===== src/rtl/sphere_area_pipe.sv =====
// Purpose: channel-tagged radius stream to saturated area (4*pi*r^2 or pi*r^2), per-channel sticky overflow.
// Latency: a sample accepted at edge N shows out_valid=1 after edge N+3. Throughput is 1 sample/cycle.
// Backpressure: the whole pipe stalls when out_valid && !out_ready. in_ready is combinational from out_ready.
// Optional: define SPH_ROUND_EN to round half up instead of truncating before the saturation check.
module sphere_area_pipe #(
  parameter int RW   = 16,
  parameter int AW   = 26,
  parameter int CHW  = 2,
  parameter int FRAC = 12,
  parameter int PI_Q = 12868
) (
  input  logic                clk,
  input  logic                rst,
  input  logic                in_valid,
  output logic                in_ready,
  input  logic [RW-1:0]       radius,
  input  logic [CHW-1:0]      in_ch,
  input  logic                mode,
  output logic                out_valid,
  input  logic                out_ready,
  output logic [AW-1:0]       area,
  output logic [CHW-1:0]      out_ch,
  output logic                ovf,
  output logic [(2**CHW)-1:0] ovf_sticky,
  input  logic                clr_sticky
);

  localparam int NCH  = 2**CHW;
  localparam int KW   = 18;           // PI_Q (16 bits) scaled by 4
  localparam int SQW  = 2*RW;
  localparam int PW   = SQW + KW;
  // One spare bit above the product keeps the rounding add from wrapping
  localparam int RESW = PW + 1 - FRAC;

  localparam logic [KW-1:0] K_SPHERE = KW'(PI_Q) << 2;
  localparam logic [KW-1:0] K_DISC   = KW'(PI_Q);

`ifdef SPH_ROUND_EN
  localparam logic [PW:0] HALF = (PW+1)'(1) << (FRAC-1);
`endif

  // Global stall: every stage moves together or not at all
  logic advance;
  assign advance  = !out_valid || out_ready;
  assign in_ready = advance;

  // Stage 1 registers
  logic            s1_vld;
  logic [RW-1:0]   s1_r;
  logic [CHW-1:0]  s1_ch;
  logic            s1_mode;

  // Stage 2 registers
  logic            s2_vld;
  logic [SQW-1:0]  s2_sq;
  logic [CHW-1:0]  s2_ch;
  logic            s2_mode;

  // Stage 3 product register. The wide multiply gets its own register and the
  // shift/saturate/sticky logic runs on its output, loading the result registers.
  logic            s3_vld;
  logic [PW-1:0]   s3_prod;
  logic [CHW-1:0]  s3_ch;

  // Combinational values between stages
  logic [SQW-1:0]  sq_next;
  logic [KW-1:0]   k_sel;
  logic [PW-1:0]   prod_next;
  logic [PW:0]     prod_adj;
  logic [RESW-1:0] res;
  logic            sat;
  logic [AW-1:0]   area_next;
  logic [NCH-1:0]  sticky_next;

  // Square the registered radius
  always_comb begin
    sq_next = {{RW{1'b0}}, s1_r} * {{RW{1'b0}}, s1_r};
  end

  // Pick the pi multiple for the sample's mode and form the full-width product
  always_comb begin
    k_sel     = s2_mode ? K_DISC : K_SPHERE;
    prod_next = {{KW{1'b0}}, s2_sq} * {{SQW{1'b0}}, k_sel};
  end

  // Drop the fractional bits, then clamp to the output width
  always_comb begin
`ifdef SPH_ROUND_EN
    prod_adj = {1'b0, s3_prod} + HALF;
`else
    prod_adj = {1'b0, s3_prod};
`endif
    res       = RESW'(prod_adj >> FRAC);
    sat       = |res[RESW-1:AW];
    area_next = sat ? {AW{1'b1}} : res[AW-1:0];
  end

  // Sticky update: a clear wipes every channel, but a saturated result landing
  // on the same edge still sets its own channel
  always_comb begin
    sticky_next = clr_sticky ? '0 : ovf_sticky;
    if (advance && s3_vld && sat) begin
      sticky_next[s3_ch] = 1'b1;
    end
  end

  // Stage 1: capture the accepted sample (bubble when in_valid is low)
  always_ff @(posedge clk) begin
    if (rst) begin
      s1_vld  <= 1'b0;
      s1_r    <= '0;
      s1_ch   <= '0;
      s1_mode <= 1'b0;
    end else if (advance) begin
      s1_vld  <= in_valid;
      s1_r    <= radius;
      s1_ch   <= in_ch;
      s1_mode <= mode;
    end
  end

  // Stage 2: register r*r with its tag and mode
  always_ff @(posedge clk) begin
    if (rst) begin
      s2_vld  <= 1'b0;
      s2_sq   <= '0;
      s2_ch   <= '0;
      s2_mode <= 1'b0;
    end else if (advance) begin
      s2_vld  <= s1_vld;
      s2_sq   <= sq_next;
      s2_ch   <= s1_ch;
      s2_mode <= s1_mode;
    end
  end

  // Stage 3 product: register sq*K with its tag
  always_ff @(posedge clk) begin
    if (rst) begin
      s3_vld  <= 1'b0;
      s3_prod <= '0;
      s3_ch   <= '0;
    end else if (advance) begin
      s3_vld  <= s2_vld;
      s3_prod <= prod_next;
      s3_ch   <= s2_ch;
    end
  end

  // Result registers: hold while the consumer stalls
  always_ff @(posedge clk) begin
    if (rst) begin
      out_valid <= 1'b0;
      area      <= '0;
      out_ch    <= '0;
      ovf       <= 1'b0;
    end else if (advance) begin
      out_valid <= s3_vld;
      area      <= area_next;
      out_ch    <= s3_ch;
      ovf       <= sat;
    end
  end

  // Per-channel sticky overflow flags
  always_ff @(posedge clk) begin
    if (rst) begin
      ovf_sticky <= '0;
    end else begin
      ovf_sticky <= sticky_next;
    end
  end

endmodule


===== config.mk =====
export PLATFORM = sky130hd
export DESIGN_NAME = sphere_area_pipe
export DESIGN_NICKNAME = d
export VERILOG_FILES = /design/src/rtl/sphere_area_pipe.sv
export SDC_FILE = /design/constraint.sdc
export NUM_CORES = 1
export LEC_CHECK = 0
export ABC_AREA = 1
export BUFFER_PORTS_ARGS = -buffer_cell sky130_fd_sc_hd__buf_4
export CORE_MARGIN = 5
export CORE_UTILIZATION = 39
export DETAILED_ROUTE_END_ITERATION = 8
export PLACE_DENSITY = 0.56
export SLEW_MARGIN = 10
export SYNTH_ARGS = -nofsm -noshare
export SYNTH_HDL_FRONTEND = slang
export SYNTH_SLANG_ARGS = --single-unit

===== constraint.sdc =====
create_clock -name clk -period 6.9 [get_ports clk]
set_input_delay 0.345 -clock clk [delete_from_list [all_inputs] [get_ports clk]]
set_output_delay 0.345 -clock clk [all_outputs]
set_load 0.02 [all_outputs]

Yosys cells after proc, flatten, opt, wreduce, memory -nomap -nowiden

Cells that the tools add are included.
W data, S select, Z words.

Bits of input ports: 24
Word-level logic and storage cells: 33
Register bits after elaboration: 143
Output and inout port bits: 35

Bitwise operators: 1
Multipliers: 2
$lt $le $gt $ge: 2
Multiplexer cells: 6
Reduce and logical (&&, ||, !) cells: 6

Operators by type and width:

| cell                 | number |
|---|---|
| $mul A32 B16 Y48     | 1 |
| $mul A16 B16 Y32     | 1 |
| $mux W26             | 1 |
| $mux W16             | 1 |
| $reduce_or A12 Y1    | 1 |
| $mux W4              | 2 |
| $or A4 B4 Y4         | 1 |
| $logic_and A1 B1 Y1  | 3 |
| $lt A2 B3 Y1 const B | 1 |
| $demux W1 S2         | 1 |
| $ge A2 B1 Y1 const B | 1 |
| $logic_not A1 Y1     | 1 |
| $logic_or A1 B1 Y1   | 1 |
| $mux W1              | 1 |

Longest topological paths before layout

Depth after elaboration: 6
Gate-level depth with buffers: 30
Depth with buffers taken out: 27

Worst setup path after synthesis

OpenSTA, ideal clock, no wires.

Path type: reg2reg
Start: register s1_r[11]
End: register s2_sq[26]
Data required time: 6.791 ns
Library setup time: 0.109 ns
Setup slack: 1.592 ns
Cell stages (with the launch flop): 23
Arrival: 5.199 ns
Path buffers: 2
Period minus slack after synthesis: 5.308 ns
Path through: dfxtp_1 > clkbuf_1 > clkbuf_1 > nand2_1 > fa_1 > fa_1 > inv_1 > fa_1 > fa_1 > fa_1 > inv_1 > fa_1 > inv_1 > ha_1 > nand2_1 > nor2_1 > inv_1 > nor3_1 > nand3_1 > nand4_1 > nand3_1 > nand2_1 > inv_1

Cells in the longest elaborated chain, start to end: 1

Ends and longest elaborated chain:

| item                   | RTL line | source |
|---|---|---|
| from (decl)            | 49       | `logic [RW-1:0] s1_r;` |
| from (signal assigned) | 116      | `s1_r <= radius;` |
| $mul A16 B16 Y32       | 77       | `sq_next = {{RW{1'b0}}, s1_r} * {{RW{1'b0}}, s1_r};` |
| to (signal assigned)   | 131      | `s2_sq <= sq_next;` |
| to (decl)              | 55       | `logic [SQW-1:0] s2_sq;` |

No other way between the ends.
A chain may end at the register's enable or synchronous reset.

Final worst setup path

Start: register s1_r[6]
End: register s2_sq[26]

The elaborated chain is that of the path after synthesis.

==> qor.csv <==
stage,metric,value,unit
yosys,"top cells by count, synth","inv_1, nand2_1, fa_1",
cells_and_area,Nets,3679,
setup_path,cells along the critical path,nand2_1 -> fa_1 -> inv_1 -> fa_1 -> inv_1 -> fa_1 -> inv_1 -> fa_1 -> fa_1 -> inv_1 -> fa_1 -> inv_1 -> ha_1 -> nand2_1 -> nor2_1 -> inv_1 -> nor3_1 -> nand3_1 -> nand4_1 -> nand3_1 -> nand2_1 -> inv_1,
clocking,clock sink count,128,
global_route,first-pass GRT wire length,98400,um
clocking,cts hold-fix bufs,0,
setup_path,Slowest Stage Delay on Critical Path,0.87,ns
yosys,mean post-synth cell area,7.44,um2
yosys,top_reg_cell synth,dfxtp_1,
cells_and_area,# diodes,0,
timing,"Hold Vio Cnt, Final",0,
hold_path,worst hold path type,in -> reg,
detailed_routing,1st-pass router iterations,5,
timing,post-route minimum period,6.26,ns
yosys,most frequent cell after synthesis,inv_1,
setup_path,Setup CP Type,reg -> reg,
setup_path,Worst setup EP type,flip-flop,
yosys,Synth top area share,0.304,
floorplanning,Placement Rows,87,
placement,GP Congestion,0.912,
detailed_routing,Routed Antenna Nets,0,
clocking,CTS Buffer Depth,2,
detailed_routing,DRC,0,
clocking,H-Tree Depth,4,
floorplanning,Die Y,250,um
timing,Pins Over Slew Limit,0,
timing,f_max,160,MHz
cells_and_area,proportion of layout cells with a drive suffix above 1,0.0528,
yosys,"Async S/R FF share, synth",0,
global_route,Tot GR Track Use,0.194,
global_route,initial antenna violation count,1,
placement,dpl hpwl,49400,um
global_route,largest net degree at the start of global routing,78,
global_route,vias in the first global route,19200,
cells_and_area,Synth-to-Final Area Change,8.27,%
placement,input/output buffers,58,
timing,final setup vio count,0,
yosys,post-synthesis sequential area ratio,0.114,
cells_and_area,final-layout fill cell count,5848,
setup_path,CP Launch Type,flip-flop,
floorplanning,Core Footprint,56700,um2
run,Max Cap Violations,0,
yosys,Synth cell types,39,
yosys,"EDFF count, synth",0,
clocking,CTS Buf Count,17,
clocking,"Clk Latency, worst-skew pair",0.49,ns
detailed_routing,DR vias,18100,
floorplanning,Die W,250,um
setup_path,Crit Path Max Fanout,17,
clocking,CTS root buf,clkbuf_16,
yosys,Synth Instances,3012,
setup_path,CP required,7.28,ns
yosys,synth warn,0,
timing,Worst-Margin Slew,0.928,ns
timing,RSZ-0062 raised after global routing,false,
clocking,post-CTS sizing,0,
outcome,outcome,"complete, no violations",
detailed_routing,Via density,4.73,
setup_path,critical path's slowest cell,dfxtp_1,
timing,worst rel slew slack,0.382,
global_route,total congestion overflow,0,
yosys,"top cells by area, synth","fa_1, ha_1, inv_1, dfxtp_1, nand2_1",
timing,Final Cycle Share,0.908,
cells_and_area,area of the multi-input gates,16500,um2
timing,Clock Skews,0.0149,ns
cells_and_area,register area,2560,um2
yosys,cell taking the most area after synthesis,fa_1,
floorplanning,top-level I/O count,59,
floorplanning,starting density of the core,0.395,
yosys,Mapped Area,22400,um2
clocking,post-CTS setup buffers,0,
floorplanning,Die Footprint,62400,um2
setup_path,Crit path arrival time,6.65,ns
yosys,Seq cells post-synth,128,
timing,TNS Setup,0,ns
setup_path,CP most frequent cell,inv_1,
clocking,"CTS clk-pin slew, worst paths",0.07,ns
detailed_routing,Routed WL,57900,um
detailed_routing,initial drt markers,1077,
clocking,CTS tree,done,
detailed_routing,routed len/inst,15.1,um
[path summary, 6_finish.rpt]
path / startpoint / to / slack, ns / cells after the start
setup / recovery: s1_r[6] / s2_sq[26] / 0.64 / 22
hold / removal: radius[6] / s1_r[6] / 0.12 / 3
setup reg to reg: s1_r[6] / s2_sq[26] / 0.64 / 22
hold reg to reg: ovf / ovf / 0.47 / 2
[stage by stage]
step	util	area, um2	hold slack, ns	setup WS [ns]	cells
6_report	0.428	24300	0.123	0.635	3825
5_1_grt	0.428	24300	0.126	0.275	3825
4_1_cts	0.428	24300	0.0788	0.692	3825
3_5_place_dp	0.418	23700	0.459	0.727	3793
3_3_place_gp	0.418	23700	0.453	0.697	3793
2_1_floorplan	-	22600	0.423	1.59	3072
[placed cells by master, fill, tap and decap left out, drive strengths merged]
cell and n:
inv 868, nand2 595, fa 341, ha 258, nor2 200, o21ai 136, a21oi 131, dfxtp 128
nand3 93, buf 67, conb 62, o21bai 45, xor2 29, or2 18, clkbuf 17, xnor2 16
o221ai 13, nor3 12, o211ai 10, clkinv 6, a21o 5, nand4 4, o21a 2, nor4 2
nand3b 2, a31oi 2, clkinvlp 2, a211oi 1, and2 1, and3 1, a21boi 1, bufinv 1
[critical path, delay by kind of cell (launching register included)]
family | cells | cell delay, ns
adders and majority gates | 7 | 3.30
and+or+nand+nor | 8 | 1.58
DFF | 1 | 0.87
buffers and inverters | 7 | 0.40
[final cells by class]
type                            count  area share
Clock buffer                       17      0.0175
Clock inverter                     15     0.00624
Inverter                          862       0.133
Multi-Input combinational cell   1980       0.678
Sequential cell                   128       0.106
Tap cell                          756      0.0390
Timing Repair Buffer               67      0.0207
[flip-flops by register name (all words and copies together) (netlist names), 2 cells and up]
| register | flops |
|---|---|
| out_ch | 2 |
| s3_prod | 36 |
| area | 26 |
| s1_r | 16 |
| s2_ch | 2 |
| s1_ch | 2 |
| s3_ch | 2 |
| s2_sq | 31 |
| ovf_sticky | 4 |
[cells by family (layout without fill, tap and decap cells)]
group	after synthesis	count (layout)	share of synthesized area
and+or+nand+nor	928	928	0.170
AOI/OAI and AO/OA	346	346	0.0872
DFF	128	128	0.114
xor gates and xnor gates	45	45	0.0176
buffers and inverters	964	961	0.162
other	2	62	0.000335
adders and majority gates	599	599	0.448
[metal layers]
metal | share of wire | vias up | global-route usage
met5 | 0 | - | 0
met2 | 0.47 | 321 | 0.328
met1 | 0.48 | 8827 | 0.268
met4 | 0.012 | 0 | 0.0357
li1 | - | 8921 | -
met3 | 0.039 | 41 | 0.0297
Power is left out: the tool's default activity adds up to more than one toggle a clock period on the data nets, which glitch-free logic cannot reach.
